**config.mk**
```make
export PLATFORM = sky130hd
export DESIGN_NAME = fetch_unit_flat
export DESIGN_NICKNAME = d
export VERILOG_FILES = /design/src/rtl/cpu_pkg.sv /design/src/rtl/fetch_unit_if.sv /design/src/rtl/pc_next_sel.sv /design/src/rtl/fetch_unit.sv /design/src/flat_wrapper.sv
export SDC_FILE = /design/constraint.sdc
export NUM_CORES = 1
export LEC_CHECK = 0
export BUFFER_PORTS_ARGS = -buffer_cell sky130_fd_sc_hd__buf_2
export CAP_MARGIN = 20
export CORE_ASPECT_RATIO = 1.1
export CORE_MARGIN = 4
export CORE_UTILIZATION = 47
export DETAILED_ROUTE_END_ITERATION = 7
export PLACE_DENSITY = 0.75
export SLEW_MARGIN = 0
export SYNTH_ARGS = -nofsm -noshare
export SYNTH_HDL_FRONTEND = slang
export SYNTH_SLANG_ARGS = --single-unit
```
**constraint.sdc**
```tcl
create_clock -name clk -period 3.4 [get_ports clk]
set_input_delay 0.68 -clock clk [delete_from_list [all_inputs] [get_ports clk]]
set_output_delay 0.68 -clock clk [all_outputs]
set_load 0.05 [all_outputs]
```
**src/rtl/cpu_pkg.sv**
```systemverilog
// cpu_pkg: shared fetch-stage types and constants
package cpu_pkg;
  typedef enum logic {REQ, HOLD} fetch_state_t;
  typedef logic [31:0] word_t;
  localparam word_t RESET_PC_DEFAULT = 32'h0000_0000;
  localparam word_t PC_INC = 32'd4;
endpackage

```
**src/rtl/fetch_unit_if.sv**
```systemverilog
// fetch_unit_if: instruction memory request/response bus
interface fetch_unit_if import cpu_pkg::*; ();
  logic req;
  word_t addr;
  logic ready;
  word_t rdata;
  modport master(output req, addr, input ready, rdata);
  modport slave(input req, addr, output ready, rdata);
endinterface

```
**src/rtl/pc_next_sel.sv**
```systemverilog
// pc_next_sel: next PC mux (sequential, branch target, jump target)
module pc_next_sel import cpu_pkg::*; (
  input  word_t       pc,
  input  logic        branch_taken,
  input  word_t       branch_offset,
  input  logic        jump,
  input  logic [25:0] jump_index,
  output word_t       next_pc
);
  word_t p4;
  always_comb begin
    p4 = pc + PC_INC;
    next_pc = jump ? {p4[31:28], jump_index, 2'b00} : branch_taken ? p4 + (branch_offset << 2) : p4;
  end
endmodule

```
**src/rtl/fetch_unit.sv**
```systemverilog
// fetch_unit: PC register, imem request FSM and instruction hold for decode
module fetch_unit import cpu_pkg::*; #(
  parameter word_t RESET_PC = RESET_PC_DEFAULT,
  parameter int    CNT_W    = 32
) (
  input  logic             clk,
  input  logic             reset,
  fetch_unit_if.master     imem,
  output word_t            instr,
  output logic             instr_valid,
  input  logic             instr_accept,
  output word_t            pc,
  input  logic             branch_taken,
  input  word_t            branch_offset,
  input  logic             jump,
  input  logic [25:0]      jump_index,
  output logic [CNT_W-1:0] fetch_count
);
  fetch_state_t state, state_n;
  word_t next_pc;
  logic capture, take;
  pc_next_sel u_sel (
    .pc(pc),
    .branch_taken(branch_taken),
    .branch_offset(branch_offset),
    .jump(jump),
    .jump_index(jump_index),
    .next_pc(next_pc)
  );
  always_comb begin
    capture = state == REQ && imem.ready;
    take = state == HOLD && instr_accept;
    state_n = capture ? HOLD : take ? REQ : state;
  end
  assign imem.req = state == REQ && !reset;
  assign imem.addr = pc;
  assign instr_valid = state == HOLD;
  always_ff @(posedge clk or posedge reset)
    if (reset) begin
      state <= REQ;
      pc <= RESET_PC;
      instr <= '0;
      fetch_count <= '0;
    end else begin
      state <= state_n;
      if (capture) instr <= imem.rdata;
      if (take) begin
        pc <= next_pc;
        fetch_count <= fetch_count + CNT_W'(1);
      end
    end
endmodule

```
**src/flat_wrapper.sv**
```systemverilog
// flat-port wrapper written by rule: the top's interface ports become plain ports
module fetch_unit_flat import cpu_pkg::*;
#(
  parameter word_t RESET_PC = RESET_PC_DEFAULT,
  parameter int    CNT_W    = 32
)
  (clk, reset, instr, instr_valid, instr_accept, pc, branch_taken, branch_offset, jump, jump_index, fetch_count, imem_req, imem_addr, imem_ready, imem_rdata);
  fetch_unit_if imem_i ();
  input  logic clk;
  input  logic reset;
  output word_t instr;
  output logic instr_valid;
  input  logic instr_accept;
  output word_t pc;
  input  logic branch_taken;
  input  word_t branch_offset;
  input  logic jump;
  input  logic [25:0] jump_index;
  output logic [CNT_W-1:0] fetch_count;
  output wire logic [$bits(imem_i.req)-1:0] imem_req;
  output wire logic [$bits(imem_i.addr)-1:0] imem_addr;
  input wire logic [$bits(imem_i.ready)-1:0] imem_ready;
  input wire logic [$bits(imem_i.rdata)-1:0] imem_rdata;
  assign imem_req = imem_i.req;
  assign imem_addr = imem_i.addr;
  assign imem_i.ready = imem_ready;
  assign imem_i.rdata = imem_rdata;
  fetch_unit #(.RESET_PC(RESET_PC), .CNT_W(CNT_W)) u_core (.clk(clk), .reset(reset), .imem(imem_i), .instr(instr), .instr_valid(instr_valid), .instr_accept(instr_accept), .pc(pc), .branch_taken(branch_taken), .branch_offset(branch_offset), .jump(jump), .jump_index(jump_index), .fetch_count(fetch_count));
endmodule
```
==> metrics.yaml, run 1 <==
worstHoldPathType: "in -> async"
drcViolationCount: 0
synth_area_per_cell_sq_um: 9.022
fin_crit_sh_pct: 95.28
gp_congestion: 0.9278
yosys_warnings: 0
synth.distinct_cells: 59
grt_pass1_wl_mm: 32.16
initial_core_util_pct: 48.52
status: "finished, final reports clean"
cp-startpoint: "u_core.imem.addr[3]"
finClkSkew_ns: 0.01091
cts_max_level: 3
crit_path_end_kind: "register"
cts.sinks: 95
maxSlewHeadroom_pct: 51.32
clockRootBuffer: "clkbuf_16"
portBuffers: 219
fin_cells: 1192
register_area_sq_um: 2402
place_hpwl_mm: 16.47
clk_pin_slew_ns: 0.07
synth-compound-area-share_pct: 17.23
numCtsBuffers: 9
nets: 1134
worst_pin_slew_ns: 0.7276
synth_edf_count: 0
core_area_sq_um: 13960
fin_tns_setup_ns: 0
layout-drive-gt1-share_pct: 41.33
first_pass_iters: 5
cpLargestDelayFamily: "compound AO/OA/AOI/OAI gates"
setup_violations: 0
ant_nets: 0
routed_via_density: 5.565
synth_fa_ha_area_share_pct: 7.313
max-cap-violations: 0
max_stage_delay_ns: 0.40
final_core_util_pct: 63.55
synth_mux_area_share_pct: 6.260
grt_pass1_vias: 6310
path_max_fanout: 5
syn_area_sq_um: 6775
wl_per_cell_um: 17.30
postSynthCellCount: 751
power.density_nw_per_um2: 845.4
finalWirelength_mm: 20.62
multi_input_area_sq_um: 4178
final_hold_viol_count: 0
grt_overflow: 0
worst-setup-path-type: "reg -> reg"
grt.total_usage_pct: 24.57
cp_slowest_cell: "dfrtp_2"
ios: 226
fill_cells: 1208
seq_area_frac_synth_pct: 35.09
cp_data_arrival_time_ns: 3.46
ctsLongestPathBuffers: 2
antenna_cells: 0
ys_async_sr_fraction_pct: 100.0
cts_hold_buf: 0
dr_total_vias: 6633
place_inst: 1171
regToRegStartpoint: "u_core.imem.addr[3]"
cts_tree: "built"
areaGrowthSynthToFinish_pct: 30.97
worstSkewPairLatency_ns: 0.34
total_power_w: 0.007501
timing.final.crit_period_ns: 3.239
crit_chain: "ha_1, nand2_1, nor3_2, buf_4, nand2_1, xnor2_2, ha_1, and2_1, and3_1, a221o_1, o21ai_4, buf_4, o31ai_1, xnor2_1, a21oi_1"
leakagePower_nw: 4.272
num_rows: 45
synth_xor_area_share_pct: 10.34
die_area_sq_um: 16400
synth_ff_type: "dfrtp_1"
required_ns: 3.62
synth-seq-cells: 95
start_kind: "register"
synth-simple-area-share_pct: 17.05
antenna_found_initial: 0
max_freq_mhz: 308.7
synth_top_family_by_area: "compound AO/OA/AOI/OAI gates"
slew_violations: 0
drtIter0Drc: 482
fp.dieW_um: 122.5
die_y_um: 133.9
fin_hold_ws_ns: 0.4052
ir_drop_mv: 0.4313
cp_num_buf_inv: 2
grt_max_degree: 43
==> logic make-up after synthesis <==
group | Yosys count
flip-flops | 95
other | 1
AND/OR/NAND/NOR | 231
buffers and inverters | 83
adder cells (fa/ha/maj) | 39
XOR/XNOR | 80
AO/OA/AOI/OAI | 184
multiplexers | 38
==> what timing repair did <==
action                                  4_1_cts  5_1_grt
pin swaps                                     0       14
buffers inserted                              0        5
resized for setup                             1       35
endpoints found under the setup margin        1       14
==> state kept, by name, summed over array words and instances, names as in the netlist <==
register / flops
u_core.fetch_count: 32
u_core.instr: 32
u_core.imem.addr: 30
u_core.instr_valid: 1
==> final timing paths <==
kind                                     endpoint  slack, ns  cells past startpoint
setup / recovery             u_core.imem.addr[26]       0.16                     15
hold / removal              u_core.fetch_count[5]       0.41                      2
setup reg to reg             u_core.imem.addr[26]       0.16                     15
hold reg to reg            u_core.fetch_count[31]       0.47                      1
max in group asynchronous        u_core.instr[22]       2.29                      3
min in group clk           u_core.fetch_count[31]       0.47                      1
==> synthesized netlist by cell type (3+ instances only) <==
| library cell | instances | area share (%) |
|---|---|---|
| mux2_2 | 35 | 5.8 |
| o221ai_1 | 6 | 0.78 |
| o21a_1 | 5 | 0.55 |
| nand3_1 | 34 | 2.5 |
| inv_1 | 22 | 1.2 |
| a32oi_1 | 3 | 0.39 |
| nand4_1 | 12 | 1.1 |
| a211oi_1 | 4 | 0.44 |
| nor3_1 | 14 | 1.0 |
| nor2b_1 | 3 | 0.28 |
| a221o_1 | 4 | 0.59 |
| nand2_1 | 75 | 4.2 |
| or3_1 | 5 | 0.46 |
| nor2_1 | 46 | 2.5 |
| o21ai_0 | 41 | 3.0 |
| o211ai_1 | 4 | 0.44 |
| clkbuf_1 | 21 | 1.2 |
| buf_2 | 4 | 0.30 |
| and3_1 | 20 | 1.8 |
| a22oi_1 | 8 | 0.89 |
| o31ai_1 | 5 | 0.55 |
| a21oi_1 | 59 | 4.4 |
| ha_1 | 38 | 7.0 |
| buf_4 | 36 | 4.0 |
| a21o_1 | 9 | 1.0 |
| a21boi_0 | 4 | 0.44 |
| a31oi_1 | 4 | 0.37 |
| dfrtp_1 | 95 | 35 |
| a221oi_1 | 6 | 0.78 |
| xnor2_1 | 56 | 7.2 |
| o22ai_1 | 5 | 0.46 |
| and2_1 | 4 | 0.37 |
| xor2_1 | 24 | 3.1 |
| mux2i_1 | 3 | 0.44 |
| o21bai_1 | 6 | 0.66 |
==> metrics by stage <==
step / area [sq um] / worst slack [ns]
after floorplan: 6869 / 0.004057
after detailed placement: 8353 / 0.03976
final: 8874 / 0.1605
after CTS: 8667 / 0.02736
after global routing: 8874 / -0.01031
after global placement: 8353 / 0.1365
==> per-layer routing <==
layer | track usage [%] | vias to the layer above | wire length (um) | part of all wire, %
li1 | - | 3177 | - | -
met1 | 32.57 | 3119 | 8519 | 41
met2 | 40.85 | 302 | 9921 | 48
met3 | 4.386 | 35 | 1761 | 8.5
met4 | 7.467 | 0 | 420 | 2.0
met5 | 0 | - | 0 | 0
==> power breakdown <==
part,switching [W],internal (W),total (W),leakage (nW)
Sequential,0.000265,0.00140,0.00167,1.15
Clock,0.000434,0.000597,0.00103,0.147
Combinational,0.00321,0.00159,0.00480,2.97
==> cell usage in the layout (no fill, tap or decap), types with 5 or more instances in the layout <==
master / Yosys / final
buf_2: 4 / 219
buf_4: 36 / 76
nand2_1: 75 / 75
dfrtp_1: 95 / 75
a21oi_1: 59 / 55
xnor2_1: 56 / 47
nor2_1: 46 / 41
o21ai_0: 41 / 37
ha_1: 38 / 36
mux2_2: 35 / 35
nand3_1: 34 / 31
xor2_1: 24 / 22
inv_1: 22 / 21
dfrtp_2: 0 / 20
and3_1: 20 / 19
nand4_1: 12 / 12
nor3_1: 14 / 12
xnor2_2: 0 / 9
a21o_1: 9 / 9
clkbuf_16: 0 / 9
a22oi_1: 8 / 8
o21bai_1: 6 / 6
o221ai_1: 6 / 6
a221oi_1: 6 / 6
a21oi_2: 1 / 5
o22ai_1: 5 / 5
or3_1: 5 / 5
o21a_1: 5 / 5
==> layout make-up <==
cell class                 instances  area share (%)
clock buffer                      11           2.735
clock inverter                     5          0.7191
inverter                          22          0.9588
multi-input combinational        576           47.08
sequential                        95           27.07
tap                              188           2.651
timing repair buffer             295           18.78
(Power assumes the default switching activity.)
==> inputs of run 2 (changes only) <==
- PLACE_DENSITY: 0.75 -> not set
- PLACE_DENSITY_LB_ADDON: not set -> 0.15
==> metrics.yaml, run 2 (synthesis results as in run 1) <==
total_power_w: 0.007536
cts_tree: "built"
place_inst: 1163
finClkSkew_ns: 0.009437
crit_chain: "nand4_4, nor4_4, buf_4, and3_2, xor2_1, ha_1, nand2_1, o21ai_1, a221o_1, a221o_1, a31oi_2, xnor2_1, a21oi_2"
path_max_fanout: 6
crit_top_cell: "a221o_1"
wl_per_cell_um: 17.33
grt_overflow: 0
cts_hold_buf: 0
drtIter0Drc: 569
slew_violations: 0
die_y_um: 133.9
grt_pass1_vias: 6094
fp.dieW_um: 122.5
max_stage_delay_ns: 0.39
crit_path_end_kind: "register"
grt_max_degree: 60
final_cell_mix: "219 x buf_2, 75 x nand2_1, 75 x dfrtp_1"
areaGrowthSynthToFinish_pct: 30.18
fin_cells: 1187
ctsLongestPathBuffers: 2
status: "finished, final reports clean"
initial_core_util_pct: 48.52
drcViolationCount: 0
maxSlewHeadroom_pct: 50.65
clk_pin_slew_ns: 0.07
nets: 1129
finalWirelength_mm: 20.57
antenna_found_initial: 0
max_freq_mhz: 305.6
leakagePower_nw: 4.249
setup_violations: 0
portBuffers: 219
dr_total_vias: 6489
met2_usage_pct: 41.28
ios: 226
place_ws_ns: 0.05957
die_area_sq_um: 16400
gr-usage-met3_pct: 3.585
required_ns: 3.62
ant_nets: 0
busiest_layer: "met2"
worstSkewPairLatency_ns: 0.34
gr-usage-met1_pct: 32.53
cp_slowest_cell: "dfrtp_2"
place_hpwl_mm: 16.35
clockRootBuffer: "clkbuf_16"
cts.sinks: 95
timing.final.crit_period_ns: 3.273
grt.total_usage_pct: 24.33
layout-drive-gt1-share_pct: 40.04
worst_pin_slew_ns: 0.7402
place_area_sq_um: 8293
power.density_nw_per_um2: 854.5
gp_congestion: 0.9161
worstHoldPathType: "reg -> reg"
fin_ws_ns: 0.1275
cp_data_arrival_time_ns: 3.50
num_rows: 45
reg2reg_slack_ns: 0.13
layout_commonest_cell: "buf_2"
first_pass_iters: 5
final_hold_viol_count: 0
max-cap-violations: 0
ir_drop_mv: 0.5097
core_area_sq_um: 13960
fin_crit_sh_pct: 96.25
antenna_cells: 0
routed_via_density: 5.467
stdcell_area_sq_um: 8820
grt_pass1_wl_mm: 31.64
numCtsBuffers: 9
worst-setup-path-type: "reg -> reg"
start_kind: "register"
cts_max_level: 3
-- run 2: repair_timing --
action | in CTS | in global routing
endpoints found under the setup margin | 0 | 13
buffers inserted | 0 | 8
gates resized for setup | 0 | 24
hold endpoints to repair | 0 | 0
-- run 2: final timing paths --
path | startpoint | end | depth (start not counted)
min reg2reg | u_core.fetch_count[31] | u_core.fetch_count[31] | 1
max in group asynchronous | reset | u_core.fetch_count[24] | 3
max | u_core.imem.addr[17] | u_core.imem.addr[31] | 13
min | u_core.fetch_count[31] | u_core.fetch_count[31] | 1
min in group asynchronous | reset | u_core.fetch_count[28] | 2
max reg2reg | u_core.imem.addr[17] | u_core.imem.addr[31] | 13
-- run 2: worst max-delay path: cells and delay by family (launching register included) --
kind,cells,cell delay [ns]
AO/OA/AOI/OAI,5,1.04
AND/OR/NAND/NOR,4,0.74
XOR/XNOR,2,0.44
flip-flops,1,0.39
buffers and inverters,1,0.19
adder cells (fa/ha/maj),1,0.35
-- run 2: routing by layer --
metal	vias to the layer above	part of all wire [%]	wire, um
met3	16	7.2	1485
met5	-	0	0
met2	243	49	10020
li1	3142	-	-
met4	0	1.4	281
met1	3088	43	8781
-- run 2: report_power, final --
| part | total [W] | switching (W) | internal [W] | leakage [nW] |
|---|---|---|---|---|
| Sequential | 0.00167 | 0.000262 | 0.00140 | 1.15 |
| Clock | 0.00115 | 0.000429 | 0.000726 | 0.168 |
| Combinational | 0.00472 | 0.00317 | 0.00154 | 2.93 |
-- run 2: area by class of cell --
class	count	area, sq um
timing repair buffer	290	1629
sequential	95	2402
multi-input combinational	576	4123
tap	188	235.2
clock buffer	10	229.0
fill	1257	5144
inverter	22	85.08
clock inverter	6	116.4
-- run 2: per-stage QoR --
stage | TNS (ns) | hold slack [ns] | util, %
detailed placement | 0 | 0.4675 | 59.39
global route | -0.03953 | 0.5129 | 63.16
floorplan | 0 | 0.7099 | -
CTS | 0 | 0.4769 | 61.86
finish | 0 | 0.4749 | 63.16
global placement | 0 | 0.4609 | 59.39
